File: src/rtl/instruction_issue_unit.sv
// instruction_issue_unit
// Holds a small program memory, sequences a PC and issues one registered
// 64-bit instruction word per cycle to the datapath controller. Every branch
// is followed by a one-cycle resolution bubble, during which the controller's
// pc_change_en decides whether the PC is redirected to the branch immediate.
// The program is written through a load port while the unit is IDLE or HALT.
//
// Optional feature macro: ISSUE_STATS_EN
//   When defined, adds saturating issued_count_o / taken_count_o counters.
module instruction_issue_unit #(
  parameter int DEPTH  = 64,
  parameter int ADDR_W = $clog2(DEPTH)
) (
  input  logic              clk,
  input  logic              rst_n,
  input  logic              load_en,
  input  logic [ADDR_W-1:0] load_addr,
  input  logic [63:0]       load_data,
  output logic              load_ready,
  input  logic              start,
  input  logic              pc_change_en,
  output logic [63:0]       instruction,
  output logic              instr_valid,
  output logic [ADDR_W-1:0] pc,
`ifdef ISSUE_STATS_EN
  output logic [31:0]       issued_count_o,
  output logic [31:0]       taken_count_o,
`endif
  output logic              busy,
  output logic              halted
);

  localparam logic [63:0] NOP_WORD  = 64'h0B00_0000_0000_0000;
  localparam logic [63:0] HALT_WORD = 64'hFFFF_FFFF_FFFF_FFFF;
  localparam logic [1:0]  COND_NONE = 2'b11;

  typedef enum logic [1:0] {
    S_IDLE,
    S_RUN,
    S_BR_WAIT,
    S_HALT
  } state_e;

  state_e              state_q, state_d;
  logic [ADDR_W-1:0]   pc_q, pc_d;
  logic [ADDR_W-1:0]   br_target_q, br_target_d;
  logic [63:0]         instr_q, instr_d;
  logic                valid_q, valid_d;
  logic [63:0]         mem [DEPTH];
  logic [63:0]         fetch_word;
  logic                load_accept;

  // Loads are only honoured while the sequencer is not fetching.
  assign load_ready  = (state_q == S_IDLE) || (state_q == S_HALT);
  assign load_accept = load_en && load_ready;

  // Combinational read of the slot addressed by the PC register.
  assign fetch_word = mem[pc_q];

  // Program memory write port.
  // NOTE: the storage array has no reset branch on purpose; clearing it would
  // turn a plain RAM into a register file and wipe the program on every reset.
  always_ff @(posedge clk) begin
    if (load_accept) begin
      mem[load_addr] <= load_data;
    end
  end

  // State, PC, branch target and issued word registers.
  // NOTE: sequential state uses non-blocking assignments so every register
  // samples its _d value from the same edge, independent of statement order.
  always_ff @(posedge clk or negedge rst_n) begin
    if (!rst_n) begin
      state_q     <= S_IDLE;
      pc_q        <= '0;
      br_target_q <= '0;
      instr_q     <= NOP_WORD;
      valid_q     <= 1'b0;
    end else begin
      state_q     <= state_d;
      pc_q        <= pc_d;
      br_target_q <= br_target_d;
      instr_q     <= instr_d;
      valid_q     <= valid_d;
    end
  end

  // Next-state and next-issue logic of the fetch sequencer.
  // NOTE: every signal gets a default before the case so no path leaves a
  // value unassigned, which would otherwise infer a latch.
  always_comb begin
    state_d     = state_q;
    pc_d        = pc_q;
    br_target_d = br_target_q;
    instr_d     = NOP_WORD;
    valid_d     = 1'b0;
    unique case (state_q)
      S_IDLE, S_HALT: begin
        if (start) begin
          state_d = S_RUN;
          pc_d    = '0;
        end
      end
      S_RUN: begin
        if (fetch_word == HALT_WORD) begin
          // PC stays on the HALT word's slot.
          state_d = S_HALT;
        end else begin
          instr_d = fetch_word;
          valid_d = 1'b1;
          pc_d    = pc_q + 1'b1; // wraps naturally at DEPTH-1
          if (fetch_word[57:56] != COND_NONE) begin
            state_d     = S_BR_WAIT;
            // Only the low ADDR_W bits of the immediate address the memory.
            br_target_d = fetch_word[ADDR_W-1:0];
          end
        end
      end
      S_BR_WAIT: begin
        // Bubble cycle while the controller resolves the branch.
        state_d = S_RUN;
        if (pc_change_en) begin
          pc_d = br_target_q;
        end
      end
      default: begin
        state_d = S_IDLE;
      end
    endcase
  end

`ifdef ISSUE_STATS_EN
  logic [31:0] issued_q, taken_q;
  logic        start_accept;

  assign start_accept = start && load_ready;

  // Saturating issue / taken-branch counters, cleared by each accepted start.
  always_ff @(posedge clk or negedge rst_n) begin
    if (!rst_n) begin
      issued_q <= '0;
      taken_q  <= '0;
    end else if (start_accept) begin
      issued_q <= '0;
      taken_q  <= '0;
    end else begin
      if (valid_d && (issued_q != 32'hFFFF_FFFF)) begin
        issued_q <= issued_q + 32'd1;
      end
      if ((state_q == S_BR_WAIT) && pc_change_en && (taken_q != 32'hFFFF_FFFF)) begin
        taken_q <= taken_q + 32'd1;
      end
    end
  end

  assign issued_count_o = issued_q;
  assign taken_count_o  = taken_q;
`endif

  assign instruction = instr_q;
  assign instr_valid = valid_q;
  assign pc          = pc_q;
  assign busy        = (state_q == S_RUN) || (state_q == S_BR_WAIT);
  assign halted      = (state_q == S_HALT);

endmodule

File: config.mk
export PLATFORM = sky130hd
export DESIGN_NAME = instruction_issue_unit
export DESIGN_NICKNAME = d
export VERILOG_FILES = /design/src/rtl/instruction_issue_unit.sv
export SDC_FILE = /design/constraint.sdc
export NUM_CORES = 2
export LEC_CHECK = 0
export CAP_MARGIN = 20
export CORE_ASPECT_RATIO = 2
export CORE_MARGIN = 1.5
export CORE_UTILIZATION = 25
export DETAILED_ROUTE_END_ITERATION = 8
export PLACE_DENSITY_LB_ADDON = 0.15
export SLEW_MARGIN = 40
export SYNTH_ARGS = -nofsm -noshare
export SYNTH_HDL_FRONTEND = slang
export SYNTH_SLANG_ARGS = --single-unit
export TNS_END_PERCENT = 30
File: constraint.sdc
create_clock -name clk -period 14.6 [get_ports clk]
set_input_delay 2.92 -clock clk [delete_from_list [all_inputs] [get_ports clk]]
set_output_delay 2.92 -clock clk [all_outputs]
set_load 0.03 [all_outputs]
# Yosys cells after proc, flatten, opt, wreduce, memory -nomap -nowiden
# Memories as Yosys holds them, arrays and structs flattened.
# Cells that the tools add are included.
[op_classes] eq_ne=9 mux=14 add_sub_neg=1 bitwise=1 reduce_logical=8
[ops] operator="$mux W64" n=2
[ops] operator="$eq A64 B64 Y1 const B" n=1
[ops] operator="$mux W6" n=3
[ops] operator="$pmux W6 S3" n=1
[ops] operator="$ne A2 B2 Y1 const B" n=4
[ops] operator="$add A6 B1 Y6 const B" n=1
[ops] operator="$mux W2" n=3
[ops] operator="$pmux W2 S3" n=1
[ops] operator="$reduce_and A3 Y1" n=2
[ops] operator="$eq A2 B2 Y1 const B" n=2
[ops] operator="$mux W1" n=4
[ops] operator="$ne A3 B3 Y1 const B" n=1
[ops] operator="$eq A2 B1 Y1 const B" n=1
[ops] operator="$logic_not A2 Y1" n=1
[ops] operator="$logic_or A1 B1 Y1" n=2
[ops] operator="$reduce_and A2 Y1" n=1
[ops] operator="$reduce_or A2 Y1" n=1
[ops] operator="$logic_and A1 B1 Y1" n=1
[ops] operator="$not A1 Y1" n=1
[totals] input_bits=75 register_bits=79 ram_bits=4096 out_inout_bits=74 memories=1 elab_cells=39
[memory_table] memory="mem" depth=64 width=64 read_ports=1 rd_clocked_by_memory_dff=0 wr=1 line_no="49" rtl="logic [63:0] mem [DEPTH];"

# Logic depth before layout (Yosys ltp)
[depth] ltp_word=5 mapped_depth=19 depth_no_buf=11

# Least setup slack after synthesis
# No wires, ideal clock.
[synth_path] path_kind="in2reg" startpoint="input port load_addr[3]" endpoint="memory mem[49][0], enable pin" stages=5 setup_slack_ns=6.056 setup_time_ns=0.565 t_required_ns=14.035 path_buffers=1 arrival_time_ns=7.980 path_cell_list="clkbuf_1 -> nor2b_1 -> nand4_1 -> or2_2 -> nor3_1"
[synth_lines] element="start: declaration" line_no="17" rtl="input logic [ADDR_W-1:0] load_addr,"
[synth_lines] element="end: declaration" line_no="49"
# No word-level cell before the write port.

# Worst setup path in the final report
[layout_path] startpoint="register pc_q[1] (netlist: pc[1])" endpoint="register instr_q[4] (netlist: instruction[4])"
[layout_via] elab_chain_len=4
[layout_lines] element="start: declaration" line_no="45" rtl="logic [ADDR_W-1:0] pc_q, pc_d;"
[layout_lines] element="start signal: assignment" line_no="81" rtl="pc_q <= pc_d;"
[layout_lines] element="$mem_v2 Z64 W64 (*)"
[layout_lines] element="$eq A64 B64 Y1" line_no="105" rtl="if (fetch_word == HALT_WORD) begin"
[layout_lines] element="$mux W64 (*)" line_no="105"
[layout_lines] element="$mux W64 (*)" line_no="97" rtl="unique case (state_q)"
[layout_lines] element="named net instr_d[4]" line_no="47" rtl="logic [63:0] instr_q, instr_d;"
[layout_lines] element="end signal: assignment" line_no="83" rtl="instr_q <= instr_d;"
[layout_lines] element="end: declaration" line_no="47"
# Mark *: on every way through the listed nets, which the timed path passes. The rest lies on a longest branch.
# A chain may end at the register's enable or synchronous reset.

==> flow_summary.json <==
{
  "status": "complete, no violations",
  "holdCritStartpoint": "br_target_q[1]$_DFFE_PN0P_",
  "ios": 149,
  "ant_nets": 0,
  "p_leak_nw": 56.23,
  "syn_avg_cell_area_um2": 22.51,
  "syn-cell-area_mm2": 0.1603,
  "wirelength_um": 669600,
  "core_mm2": 0.6387,
  "tightestPinTransition_ns": 0.9953,
  "post_dp_cell_area_mm2": 0.1736,
  "vias": 81820,
  "instances_no_fill": 16320,
  "regArea_mm2": 0.1250,
  "cts_hold_buf": 0,
  "total_power_w": 0.03117,
  "yosys_most_used_dff": "edfxtp_1",
  "h-tree-depth": 5,
  "cts.sink_count": 4175,
  "worst_ep_arrival_time_ns": 8.98,
  "hp-class": "flip-flop to flip-flop",
  "synth.ff_latch_count": 4175,
  "synth_top_cell_area_share": 0.7671,
  "r2r_slack_ns": 6.40,
  "rows": 415,
  "endpoint_kind": "flip-flop",
  "critPathRequiredTime_ns": 15.38,
  "post-route-min-period_ns": 8.200,
  "ys_seq_area_frac": 0.7794,
  "routabilityCongestion": 0.7801,
  "cap_violations": 0,
  "cts-buffers-inserted": 383,
  "overflow": 0,
  "fin_setup_tns_ns": 0,
  "die_y_um": 1136,
  "grt_pass1_wl_um": 868000,
  "grt_setup_unrepaired": "no",
  "r2r_end": "instruction[4]$_DFF_PN0_",
  "drtPass1Iterations": 6,
  "p_sw_w": 0.009755,
  "cts_tree": "yes",
  "regToRegStartpoint": "pc[1]$_DFFE_PN0P_",
  "finalNetCount": 7713,
  "fin_crit_sh": 0.5616,
  "startpoint_type": "flip-flop",
  "port_buffers": 148,
  "cp_max_fo": 74,
  "grt_use_total": 0.2035,
  "hold_viol": 0,
  "post_cts.repair.setup_buffers": 0,
  "p_int_w": 0.02141,
  "startpoint": "pc[1]$_DFFE_PN0P_",
  "synth_edf_count": 4096,
  "drc": 0,
  "finalMaxSlewViolations": 0,
  "yosysUniqueCellTypes": 88,
  "area_growth_pct": 16.09,
  "path_clk_slew_ns": 0.07,
  "filler_cell_count": 62310,
  "clockRootBuffer": "clkbuf_16",
  "clk_latency_ns": 0.99,
  "seqPwrFrac": 0.433,
  "max_freq_mhz": 122.0,
  "pwr-share-comb": 0.238,
  "place_inst": 15580,
  "endpoint": "instruction[4]$_DFF_PN0_",
  "clkPwrFrac": 0.329,
  "crit_type": "flip-flop to flip-flop",
  "multi_input_area_mm2": 0.03308,
  "antenna_found_initial": 61,
  "clockBufferDepth": 4,
  "fp.dieArea_mm2": 0.6465,
  "grt_pass1_vias": 84190,
  "die_x_um": 569.3,
  "swShare": 0.3130,
  "yosysTopAreaCell": "edfxtp_1",
  "synth_common_cells": "edfxtp_1, mux4_2, mux2i_1",
  "viasPerCell": 5.013,
  "fin_skew_ns": 0.05090,
  "maxSlewHeadroom": 0.3364,
  "synth_warnings": 0,
  "wl_per_cell_um": 41.03,
  "async_flop_share": 0.01892,
  "syn_nets": 7202,
  "hpwlAfterDp_um": 399500,
  "drt_iter0_markers": 8481,
  "post_cts_resized": 0,
  "design_area_mm2": 0.1861,
  "drive_gt1_frac": 0.2609,
  "start_util": 0.2511,
  "p_per_area_mw_per_mm2": 167.4,
  "synthCells": 7123,
  "setup_viol": 0,
  "ff2ff_path_depth": 15,
  "grt_max_degree": 108,
  "yosysMostFrequentCell": "edfxtp_1",
  "peakVddDrop_uv": 101.6,
  "synthTopCellsByArea": "edfxtp_1, mux4_2, mux2i_1"
}
==> logic make-up (layout without fill, tap and decap cells) <==
| logic type | count (synthesis) | after routing | share of synthesized area |
|---|---|---|---|
| compound gates | 647 | 647 | 0.02794 |
| xor+xnor | 3 | 3 | 0.0001639 |
| fa+ha+maj | 4 | 4 | 0.0003121 |
| buf+inv | 419 | 1250 | 0.01906 |
| flops | 4175 | 4175 | 0.7794 |
| mux | 1309 | 1309 | 0.1562 |
| other cells | 0 | 26 | 0 |
| simple gates | 566 | 566 | 0.01685 |
==> metal layers <==
metal,track usage,share of wire
met1,0.2330,0.37
met2,0.3855,0.55
met3,0.02030,0.040
met4,0.07854,0.044
met5,0,0.00010
==> how the worst min path moves through the flow <==
| stage | endpoint | slack (ns) | cells past startpoint |
|---|---|---|---|
| 2_1_floorplan | br_target_q[5]$_DFFE_PN0P_ | 0.45 | 2 |
| 3_3_place_gp | br_target_q[1]$_DFFE_PN0P_ | 0.47 | 2 |
| 3_5_place_dp | br_target_q[1]$_DFFE_PN0P_ | 0.47 | 2 |
| 4_1_cts | br_target_q[1]$_DFFE_PN0P_ | 0.49 | 2 |
| 5_1_grt | br_target_q[5]$_DFFE_PN0P_ | 0.53 | 2 |
| 6_report | br_target_q[1]$_DFFE_PN0P_ | 0.49 | 2 |
==> cell usage in the layout (no fill, tap or decap), drive strengths merged, types with 16 or more instances in the layout <==
master	instances
edfxtp	4096
mux4	939
clkbuf	489
buf	446
mux2i	341
nand2	189
a22oi	175
clkinv	155
nor2	143
a21oi	137
clkdlybuf4s50	83
dfrtp	76
o22ai	71
o21ai	59
nor3	44
nand3	42
and3	30
bufinv	29
mux2	29
a221oi	28
inv	28
a22o	27
diode	26
o221ai	26
a31oi	25
nor4	21
nor2b	21
clkinvlp	19
a32oi	18
nand2b	17
a211oi	16
==> per-stage QoR <==
| step | worst slack, ns | hold slack (ns) | util |
|---|---|---|---|
| final | 6.400 | 0.4872 | 0.2915 |
| after global routing | 6.326 | 0.5335 | 0.2914 |
| after CTS | 6.292 | 0.4864 | 0.2911 |
| after detailed placement | 6.346 | 0.4717 | 0.2718 |
| after global placement | 5.887 | 0.4691 | 0.2702 |
| after floorplan | 6.056 | 0.4485 | - |
==> power by group through the flow <==
stage,clock [W],combinational (W),sequential (W)
6_report,0.0103,0.00741,0.0135
5_1_grt,0.0108,0.00764,0.0135
4_1_cts,0.0105,0.00756,0.0135
3_5_place_dp,0,0.00754,0.0138
3_3_place_gp,0,0.00747,0.0138
2_1_floorplan,0,0.00407,0.0137
==> critical path, cell delays in order, from the launching register on <==
cell,delay [ns]
dfrtp_4,0.96
buf_12,0.35
buf_4,0.72
buf_4,0.55
mux4_2,0.29
mux2i_1,0.12
a32oi_1,0.40
a21oi_1,0.21
nor3_2,0.63
nand4_1,0.43
nor4_2,0.67
buf_4,0.25
nand4bb_4,0.54
nand2_4,0.56
buf_6,0.55
nor2_1,0.15
==> registers in the layout, summed over array words and instances, names as in the netlist <==
register,flops
br_target_q,6
instr_valid,1
instruction,64
mem,4096
pc,6
state_q,2
==> layout make-up <==
class	instances	area share
inverters	15	0.0003562
diodes	26	0.0003495
multi-input cells	2529	0.1777
repair buffers	530	0.02788
flip-flops and latches	4175	0.6715
well taps	8340	0.05606
clock inverters	216	0.01071
clock buffers	489	0.05540
No activity file was read; power rests on OpenSTA's default activity.
